### src/rtl/stream_pkg.sv
// -----------------------------------------------------------------------------
// stream_pkg
// Shared definitions for the stream packet buffer:
//   - default field widths and buffer depth
//   - beat_t : one stored beat {data, qos, id, last} at the default widths
//   - state_t: store-and-forward / cut-through mode of the packet buffer
// -----------------------------------------------------------------------------
package stream_pkg;

    localparam int DEF_DATA_WIDTH   = 4;
    localparam int DEF_QOS_WIDTH    = 2;
    localparam int DEF_STREAM_COUNT = 2;
    localparam int DEF_ID_WIDTH     = $clog2(DEF_STREAM_COUNT);
    localparam int DEF_DEPTH        = 8;

    typedef struct packed {
        logic [DEF_DATA_WIDTH-1:0] data;
        logic [DEF_QOS_WIDTH-1:0]  qos;
        logic [DEF_ID_WIDTH-1:0]   id;
        logic                      last;
    } beat_t;

    typedef enum logic [0:0] {
        ST_STORE = 1'b0,
        ST_CUT   = 1'b1
    } state_t;

endpackage

### src/rtl/stream_sync_fifo.sv
// -----------------------------------------------------------------------------
// stream_sync_fifo
// Generic single-clock first-word-fall-through FIFO built from flops.
// Ports:
//   clk, rst_n      clock, asynchronous active-low reset
//   wr_en, wr_data  push (ignored while full)
//   rd_en, rd_data  pop (ignored while empty); rd_data shows the head entry
//   full, empty     occupancy flags derived from the registered level
//   level           number of entries held, 0..DEPTH
// DEPTH must be a power of two so the pointers wrap naturally.
// -----------------------------------------------------------------------------
module stream_sync_fifo #(
    parameter int WIDTH = 8,
    parameter int DEPTH = 8,
    localparam int PTR_W = $clog2(DEPTH),
    localparam int LVL_W = $clog2(DEPTH + 1)
) (
    input  logic             clk,
    input  logic             rst_n,
    input  logic             wr_en,
    input  logic [WIDTH-1:0] wr_data,
    input  logic             rd_en,
    output logic [WIDTH-1:0] rd_data,
    output logic             full,
    output logic             empty,
    output logic [LVL_W-1:0] level
);

    logic [WIDTH-1:0] mem_r [DEPTH];
    logic [PTR_W-1:0] wr_ptr_r;
    logic [PTR_W-1:0] rd_ptr_r;
    logic [LVL_W-1:0] level_r;
    logic             wr_ok_s;
    logic             rd_ok_s;

    assign full    = (level_r == LVL_W'(DEPTH));
    assign empty   = (level_r == LVL_W'(0));
    assign level   = level_r;
    assign rd_data = mem_r[rd_ptr_r];

    // Guard the handshakes so a misbehaving caller can never corrupt the pointers.
    assign wr_ok_s = wr_en && !full;
    assign rd_ok_s = rd_en && !empty;

    // Storage array and write pointer.
    always_ff @(posedge clk or negedge rst_n) begin
        if (!rst_n) begin
            for (int i = 0; i < DEPTH; i++) begin
                mem_r[i] <= '0;
            end
            wr_ptr_r <= '0;
        end else if (wr_ok_s) begin
            mem_r[wr_ptr_r] <= wr_data;
            wr_ptr_r        <= wr_ptr_r + PTR_W'(1);
        end
    end

    // Read pointer.
    always_ff @(posedge clk or negedge rst_n) begin
        if (!rst_n) begin
            rd_ptr_r <= '0;
        end else if (rd_ok_s) begin
            rd_ptr_r <= rd_ptr_r + PTR_W'(1);
        end
    end

    // Occupancy counter; a simultaneous push and pop leaves it unchanged.
    always_ff @(posedge clk or negedge rst_n) begin
        if (!rst_n) begin
            level_r <= '0;
        end else begin
            case ({wr_ok_s, rd_ok_s})
                2'b10:   level_r <= level_r + LVL_W'(1);
                2'b01:   level_r <= level_r - LVL_W'(1);
                default: level_r <= level_r;
            endcase
        end
    end

endmodule

### src/rtl/stream_packet_buffer.sv
// -----------------------------------------------------------------------------
// stream_packet_buffer
// Store-and-forward packet FIFO placed after the QoS stream arbiter. A packet
// is presented to the consumer only once its last beat is stored. A packet that
// fills the whole buffer without a last beat switches the buffer to cut-through
// until that packet's last beat leaves, so oversized packets cannot deadlock.
// Ports:
//   clk, rst_n                      clock, asynchronous active-low reset
//   s_data_in/qos/id/last/valid_in  beat from the arbiter; s_ready_out accepts
//   m_data/qos/id/last/valid_out    head beat (FWFT), zero when not valid
//   m_ready_in                      consumer ready
//   pkt_count_out                   complete packets held (registered)
//   level_out                       beats held (registered)
// -----------------------------------------------------------------------------
module stream_packet_buffer
    import stream_pkg::*;
#(
    parameter int T_DATA_WIDTH = DEF_DATA_WIDTH,
    parameter int T_QOS__WIDTH = DEF_QOS_WIDTH,
    parameter int STREAM_COUNT = DEF_STREAM_COUNT,
    parameter int T_ID___WIDTH = $clog2(STREAM_COUNT),
    parameter int DEPTH        = DEF_DEPTH,
    localparam int CNT_W       = $clog2(DEPTH + 1),
    localparam int BEAT_W      = T_DATA_WIDTH + T_QOS__WIDTH + T_ID___WIDTH + 1
) (
    input  logic                    clk,
    input  logic                    rst_n,
    input  logic [T_DATA_WIDTH-1:0] s_data_in,
    input  logic [T_QOS__WIDTH-1:0] s_qos_in,
    input  logic [T_ID___WIDTH-1:0] s_id_in,
    input  logic                    s_last_in,
    input  logic                    s_valid_in,
    output logic                    s_ready_out,
    output logic [T_DATA_WIDTH-1:0] m_data_out,
    output logic [T_QOS__WIDTH-1:0] m_qos_out,
    output logic [T_ID___WIDTH-1:0] m_id_out,
    output logic                    m_last_out,
    output logic                    m_valid_out,
    input  logic                    m_ready_in,
    output logic [CNT_W-1:0]        pkt_count_out,
    output logic [CNT_W-1:0]        level_out
);

    logic [BEAT_W-1:0]       wr_beat_s;
    logic [BEAT_W-1:0]       rd_beat_s;
    logic                    fifo_full_s;
    logic                    fifo_empty_s;
    logic [CNT_W-1:0]        level_s;
    logic [T_DATA_WIDTH-1:0] head_data_s;
    logic [T_QOS__WIDTH-1:0] head_qos_s;
    logic [T_ID___WIDTH-1:0] head_id_s;
    logic                    head_last_s;
    logic                    ready_r;
    logic [CNT_W-1:0]        pkt_count_r;
    state_t                  state_r;
    state_t                  state_nxt_s;
    logic                    cut_through_s;
    logic                    wr_en_s;
    logic                    rd_en_s;
    logic                    m_valid_s;

    assign wr_beat_s = {s_data_in, s_qos_in, s_id_in, s_last_in};
    assign {head_data_s, head_qos_s, head_id_s, head_last_s} = rd_beat_s;

    // Ready looks only at the registered level, so a full buffer refuses a beat
    // even in a cycle where the head is being read.
    assign s_ready_out   = ready_r && !fifo_full_s;
    assign wr_en_s       = s_valid_in && s_ready_out;
    assign cut_through_s = (state_r == ST_CUT);
    assign m_valid_s     = !fifo_empty_s && ((pkt_count_r != '0) || cut_through_s);
    assign rd_en_s       = m_valid_s && m_ready_in;

    assign m_valid_out   = m_valid_s;
    assign pkt_count_out = pkt_count_r;
    assign level_out     = level_s;

    stream_sync_fifo #(
        .WIDTH (BEAT_W),
        .DEPTH (DEPTH)
    ) u_fifo (
        .clk     (clk),
        .rst_n   (rst_n),
        .wr_en   (wr_en_s),
        .wr_data (wr_beat_s),
        .rd_en   (rd_en_s),
        .rd_data (rd_beat_s),
        .full    (fifo_full_s),
        .empty   (fifo_empty_s),
        .level   (level_s)
    );

    // Input ready comes up one edge after reset release.
    always_ff @(posedge clk or negedge rst_n) begin
        if (!rst_n) begin
            ready_r <= 1'b0;
        end else begin
            ready_r <= 1'b1;
        end
    end

    // Complete-packet counter: a stored last beat adds one, a read last beat
    // removes one. It never exceeds the level, so it cannot wrap.
    always_ff @(posedge clk or negedge rst_n) begin
        if (!rst_n) begin
            pkt_count_r <= '0;
        end else begin
            case ({wr_en_s && s_last_in, rd_en_s && head_last_s})
                2'b10:   pkt_count_r <= pkt_count_r + CNT_W'(1);
                2'b01:   pkt_count_r <= pkt_count_r - CNT_W'(1);
                default: pkt_count_r <= pkt_count_r;
            endcase
        end
    end

    // Forwarding-mode state register.
    always_ff @(posedge clk or negedge rst_n) begin
        if (!rst_n) begin
            state_r <= ST_STORE;
        end else begin
            state_r <= state_nxt_s;
        end
    end

    // Forwarding-mode next state: a full buffer holding no complete packet can
    // only be an oversized packet, which is then streamed until its last beat
    // has been read.
    always_comb begin
        state_nxt_s = state_r;
        case (state_r)
            ST_STORE: begin
                if (fifo_full_s && (pkt_count_r == '0)) begin
                    state_nxt_s = ST_CUT;
                end else begin
                    state_nxt_s = ST_STORE;
                end
            end
            ST_CUT: begin
                if (rd_en_s && head_last_s) begin
                    state_nxt_s = ST_STORE;
                end else begin
                    state_nxt_s = ST_CUT;
                end
            end
            default: state_nxt_s = ST_STORE;
        endcase
    end

    // Head beat is shown only while presentable, zero otherwise.
    always_comb begin
        m_data_out = '0;
        m_qos_out  = '0;
        m_id_out   = '0;
        m_last_out = 1'b0;
        if (m_valid_s) begin
            m_data_out = head_data_s;
            m_qos_out  = head_qos_s;
            m_id_out   = head_id_s;
            m_last_out = head_last_s;
        end else begin
            m_data_out = '0;
            m_qos_out  = '0;
            m_id_out   = '0;
            m_last_out = 1'b0;
        end
    end

endmodule
### config.mk
export PLATFORM = sky130hd
export DESIGN_NAME = stream_packet_buffer
export DESIGN_NICKNAME = d
export VERILOG_FILES = /design/src/rtl/stream_pkg.sv /design/src/rtl/stream_sync_fifo.sv /design/src/rtl/stream_packet_buffer.sv
export SDC_FILE = /design/constraint.sdc
export NUM_CORES = 1
export LEC_CHECK = 0
export ABC_AREA = 0
export CAP_MARGIN = 0
export CORE_ASPECT_RATIO = 0.6
export CORE_MARGIN = 3
export CORE_UTILIZATION = 45
export CTS_CLUSTER_SIZE = 30
export DETAILED_ROUTE_END_ITERATION = 10
export MAX_ROUTING_LAYER = met4
export SETUP_SLACK_MARGIN = 0.05
export SLEW_MARGIN = 30
export SYNTH_ARGS = -nofsm -noshare
export SYNTH_HDL_FRONTEND = slang
export SYNTH_SLANG_ARGS = --single-unit
### constraint.sdc
create_clock -name clk -period 7.2 [get_ports clk]
set_clock_uncertainty 0.1 [all_clocks]
set_input_delay 1.08 -clock clk [delete_from_list [all_inputs] [get_ports clk]]
set_output_delay 1.08 -clock clk [all_outputs]
set_load 0.05 [all_outputs]
==> reports/metrics.csv, run 1 <==
stage,metric,value,unit
critical_path,Register-to-Register Path Depth,12,
synth,post-synthesis instance total,277,
synth,Mapped Area,3929,sq um
critical_path,"Data arrival, critical path",3.05,ns
finish,layout cells sized above 1,0.2853,
worst_hold_path,worst hold endpoint,u_fifo.mem_r[29],
finish,Area Overhead vs Synth,17.58,%
sta,aggregate negative setup slack,0,ns
global_route,largest net degree at the start of global routing,49,
global_route,antenna violations before repair,0,
status,status,completed,
sta,Peak Freq,236.4,MHz
floorplan,Initial Util,0.4812,
sta,Least-Margin Pin Slew,0.8834,ns
critical_path,Worst EP required,6.02,ns
finish,Final Util,0.5658,
sta,fin crit share,0.5875,
synth,number of synthesized flops with an enable pin,0,
floorplan,Die ar.,9924,sq um
route,Final ANT Viol Nets,0,
clocking,CTS H-tree lvls,3,
sta,final max-slew violation count,0,
synth,Yosys cell types,42,
clocking,Worst-path clk slew,0.06,ns
synth,synthesized flop and latch total,80,
route,met2 WL post-DR,3.412,mm
clocking,TritonCTS clock tree,done,
place,routability congestion estimate,0.7747,
place,# port buffers,29,
synth,Post-synth ARST share,1.000,
route,Top Metal Used,met4,
sta,Worst slew margin,0.4079,
worst_hold_path,worst min-delay path class,reg -> reg,
synth,YS warnings,0,
route,WL/cell,19.27,um
route,routed vias,2319,
critical_path,Crit Path Max Fanout,10,
critical_path,RR Startpoint,u_fifo.rd_ptr_r[0],
critical_path,crit path capture type,output pin,
clocking,hold buffer count at cts,0,
place,dpl hpwl,5.376,mm
critical_path,register-to-register path setup slack,3.58,ns
global_route,first-pass GRT wire length,13.26,mm
floorplan,row cnt,25,
global_route,vias in the first global route,2343,
sta,RSZ-0062 raised after global routing,no,
sta,Period minus WS final,4.230,ns
run,max_cap viols,0,
power,Max VDD drop,267.7,uV
global_route,Tot GR Track Use,0.1836,
clocking,post-CTS setup buffers,0,
clocking,Worst-Skew Late Latency,0.33,ns
floorplan,Chip Width,126.6,um
finish,ANT cells,0,
power,Static Leak,1.977,nW
critical_path,CP startpoint kind,flop,
clocking,Clock Sink Count,80,
synth,top_reg_cell synth,dfrtp_1,
route,Pre-Repair DR Iteration Count,4,
synth,Mapped Nets,296,
critical_path,critical path type,reg -> out,
sta,setup violators final,0,
sta,endpoints failing hold,0,
clocking,CTS root buffer,clkbuf_16,
finish,nets@finish,326,
route,# DRC,0,
route,drt initial violations,195,
worst_hold_path,Hold Crit Depth,1,
critical_path,reg-to-reg endpoint,pkt_count_out[2],
route,met3 wire length,394,um
synth,post-synthesis sequential area ratio,0.5096,
route,vias per cell,5.521,
worst_hold_path,Hold Startpoint,u_fifo.mem_r[29],
clocking,cts repair resizes,0,
route,M1 wire length,4.198,mm
clocking,cts bufs inserted,9,
power,Power Density,544.5,nW/um^2
global_route,global route overflow,0,
floorplan,Ports,30,
synth,syn_area_per_cell,14.18,sq um
route,routed wire length,8.095,mm
floorplan,CORE AREA,8164,sq um
floorplan,die height,78.38,um
clocking,clk buf depth,2,
## synthesized netlist by cell type, types with 5 or more instances
library cell / instances / area share
xor2_1: 7 / 0.016
clkbuf_1: 5 / 0.0048
nand2_1: 15 / 0.014
nor2_1: 15 / 0.014
mux4_2: 16 / 0.092
mux2i_1: 8 / 0.020
o21ai_0: 5 / 0.0064
xnor2_1: 6 / 0.013
ha_1: 7 / 0.022
mux2_2: 42 / 0.12
dfrtp_1: 80 / 0.51
mux2_1: 24 / 0.069
## logic make-up after synthesis
family / synth area share
AO/OA/AOI/OAI: 0.02802
buffers and inverters: 0.01974
multiplexers: 0.3048
XOR/XNOR: 0.02898
adder cells (fa/ha/maj): 0.02229
AND/OR/NAND/NOR: 0.08567
flip-flops: 0.5096
other: 0.0009545
## where the power goes
| part | leakage, nW | internal, mW | switching, mW |
|---|---|---|---|
| Sequential | 0.989 | 0.665 | 0.215 |
| Combinational | 0.841 | 0.558 | 0.614 |
| Clock | 0.148 | 0.286 | 0.177 |
## layout make-up
cell class              instances  area (sq um)
clock buffers                  11         252.7
well taps                     108         135.1
multi-input cells             180          1853
flip-flops and latches         80          2002
inverters                       5         18.77
repair buffers                 31         302.8
fillers                       674          3545
clock inverters                 5         55.05
## layout by cell type, fill, tap and decap left out, types with 2 or more instances in the layout
cell type and n:
mux2_2 42, nand2b_1 3, o21ai_0 5, mux4_2 16
dfrtp_1 80, xor2_1 7, nand3_1 3, clkbuf_8 2
clkbuf_16 9, nand3b_1 4, mux2i_1 8, nor2_1 15
clkinv_2 2, clkdlybuf4s50_1 28, a21oi_1 3, clkinvlp_4 2
ha_1 7, buf_4 3, nand4b_1 2, inv_1 4
nor4b_4 2, nand2_1 15, xnor2_1 6, mux2_1 24
## registers in the layout (all words and copies together) (netlist names)
signal and count:
u_fifo.level 4, ready_r 1, u_fifo.mem_r 64, u_fifo.wr_ptr_r 3, pkt_count_out 4, u_fifo.rd_ptr_r 3, cut_through_s 1
## layer usage
layer,track usage,vias up
met5,-,-
met1,0.2699,1193
met3,0.04487,8
li1,-,1070
met4,0.05782,0
met2,0.2505,48
## worst max-delay path, stage by stage, from the launching register on
cell,delay (ns)
dfrtp_1,0.68
buf_4,0.34
mux4_2,0.54
mux2i_2,0.36
nor2_1,0.07
clkdlybuf4s50_1,0.72
## how the worst max path moves through the flow
stage / from / endpoint / cells after the start
finish: u_fifo.rd_ptr_r[0] / m_last_out / 5
global placement: pkt_count_out[1] / m_data_out[3] / 4
floorplan: pkt_count_out[1] / m_valid_out / 4
detailed placement: u_fifo.rd_ptr_r[0] / m_last_out / 5
CTS: u_fifo.rd_ptr_r[0] / m_last_out / 5
global route: u_fifo.rd_ptr_r[0] / m_last_out / 5
## per-stage QoR
stage	setup slack (ns)	instance area, sq um	power (mW)	hold slack [ns]	instances
5_1_grt	2.776	4619	2.665	0.4005	420
4_1_cts	2.933	4619	2.537	0.3875	420
3_3_place_gp	3.133	4308	2.039	0.3668	404
6_report	2.970	4619	2.515	0.3824	420
2_1_floorplan	3.982	3929	1.731	0.3524	277
3_5_place_dp	3.297	4312	2.066	0.3744	404
(Power assumes the default switching activity.)
==> inputs of run 2 (changes only) <==
==> constraint.sdc (replaced) <==
create_clock -name clk -period 4.1 [get_ports clk]
set_clock_uncertainty 0.1 [all_clocks]
set_input_delay 0.615 -clock clk [delete_from_list [all_inputs] [get_ports clk]]
set_output_delay 0.615 -clock clk [all_outputs]
set_load 0.05 [all_outputs]
==> reports/metrics.csv, run 2 (synthesis gave the netlist of run 1 again) <==
stage,metric,value,unit
clocking,TritonCTS clock tree,done,
global_route,largest net degree at the start of global routing,81,
route,Pre-Repair DR Iteration Count,4,
clocking,cts repair resizes,0,
clocking,Worst-Skew Late Latency,0.33,ns
finish,layout cells sized above 1,0.2843,
finish,multi-input logic area,1849,sq um
global_route,global route overflow,0,
run,max_cap viols,0,
finish,register area,2002,sq um
route,vias per cell,5.432,
critical_path,CP startpoint kind,flop,
place,# port buffers,29,
sta,fin crit share,0.8550,
clocking,CTS root buffer,clkbuf_16,
sta,final max-slew violation count,0,
route,routed wire length,7.815,mm
clocking,cts bufs inserted,9,
clocking,Clock Sink Count,80,
status,status,completed,
floorplan,Chip Width,126.6,um
finish,nets@finish,327,
route,drt initial violations,124,
floorplan,Ports,30,
finish,Area Overhead vs Synth,18.98,%
finish,Largest Register,u_fifo.mem_r,
route,Final ANT Viol Nets,0,
global_route,first-pass GRT wire length,13.37,mm
place,Worst Setup Slack post-DPL,0.8029,ns
finish,"commonest cells after routing, fill and taps aside","dfrtp_1 (80), mux2_2 (42), clkdlybuf4s50_1 (28)",
place,routability congestion estimate,0.7411,
route,WL/cell,18.56,um
critical_path,crit path capture type,output pin,
worst_hold_path,worst min-delay path class,in -> async,
sta,Period minus WS final,3.506,ns
sta,RSZ-0062 raised after global routing,no,
clocking,post-CTS setup buffers,0,
finish,Fillers,649,
sta,Least-Margin Pin Slew,0.8814,ns
clocking,CTS H-tree lvls,3,
clocking,hold buffer count at cts,0,
power,Power Density,967.3,nW/um^2
floorplan,CORE AREA,8164,sq um
sta,slack of the critical path,0.5944,ns
finish,post-route insts no fill,421,
sta,endpoints failing hold,0,
finish,max reg flops,64,
power,Static Leak,2.006,nW
route,# DRC,0,
sta,aggregate negative setup slack,0,ns
global_route,Tot GR Track Use,0.1826,
sta,Peak Freq,285.3,MHz
place,dpl hpwl,5.175,mm
clocking,Worst-path clk slew,0.06,ns
global_route,antenna violations before repair,0,
floorplan,row cnt,25,
power,Max VDD drop,529.6,uV
sta,Worst slew margin,0.4099,
floorplan,Die ar.,9924,sq um
critical_path,Crit Path Max Fanout,10,
route,routed vias,2287,
global_route,vias in the first global route,2385,
sta,setup violators final,0,
floorplan,die height,78.38,um
finish,ANT cells,0,
place,Post-Place Cells,405,
finish,"commonest non-fill, non-tap cell in the layout",dfrtp_1,
critical_path,"Data arrival, critical path",2.79,ns
critical_path,Worst EP required,3.38,ns
clocking,clk buf depth,2,
critical_path,critical path type,reg -> out,
floorplan,Initial Util,0.4812,
run 2: per-layer routing:
metal,wire length [um],part of all wire,up-vias,global-route usage
met5,0,0,-,-
met4,103,0.013,0,0.06210
met3,250,0.032,10,0.04283
met2,3219,0.41,29,0.2416
met1,4241,0.54,1176,0.2738
li1,-,-,1072,-
run 2: report_power, final:
| group | switching [mW] | internal (mW) | leakage, nW |
|---|---|---|---|
| registers | 0.349 | 1.17 | 0.989 |
| clock network | 0.305 | 0.627 | 0.172 |
| logic | 1.08 | 0.990 | 0.845 |
run 2: cell type report:
| class | instances | share of cell area |
|---|---|---|
| flip-flops and latches | 80 | 0.4283 |
| repair buffers | 32 | 0.06718 |
| clock inverters | 5 | 0.02195 |
| clock buffers | 11 | 0.05407 |
| inverters | 5 | 0.004015 |
| multi-input cells | 180 | 0.3956 |
| well taps | 108 | 0.02891 |
run 2: critical path, stage by stage, from the launching register on:
cell and delay, ns:
dfrtp_1 0.71, buf_4 0.33, mux4_2 0.52, mux2i_1 0.14
nor2_1 0.05, clkdlybuf4s50_1 0.69
run 2: worst paths after layout:
check / start / to / slack [ns] / cells past startpoint
min in group clk: u_fifo.mem_r[29] / u_fifo.mem_r[29] / 0.38 / 1
max in group asynchronous: rst_n / u_fifo.mem_r[29] / 3.18 / 1
hold reg to reg: u_fifo.mem_r[29] / u_fifo.mem_r[29] / 0.38 / 1
setup reg to reg: u_fifo.rd_ptr_r[0] / pkt_count_out[2] / 0.82 / 11
setup / recovery: u_fifo.rd_ptr_r[0] / m_data_out[2] / 0.59 / 5
hold / removal: rst_n / u_fifo.mem_r[42] / 0.21 / 1
run 2: stage by stage:
stage	total power, mW	cell area (sq um)	hold slack [ns]	util
3_5_place_dp	3.620	4319	0.3717	0.5290
6_report	4.522	4674	0.2113	0.5726
3_3_place_gp	3.594	4315	0.3647	0.5286
4_1_cts	4.573	4674	0.2408	0.5726
5_1_grt	4.813	4674	0.2687	0.5726
2_1_floorplan	3.039	3929	0.2194	-
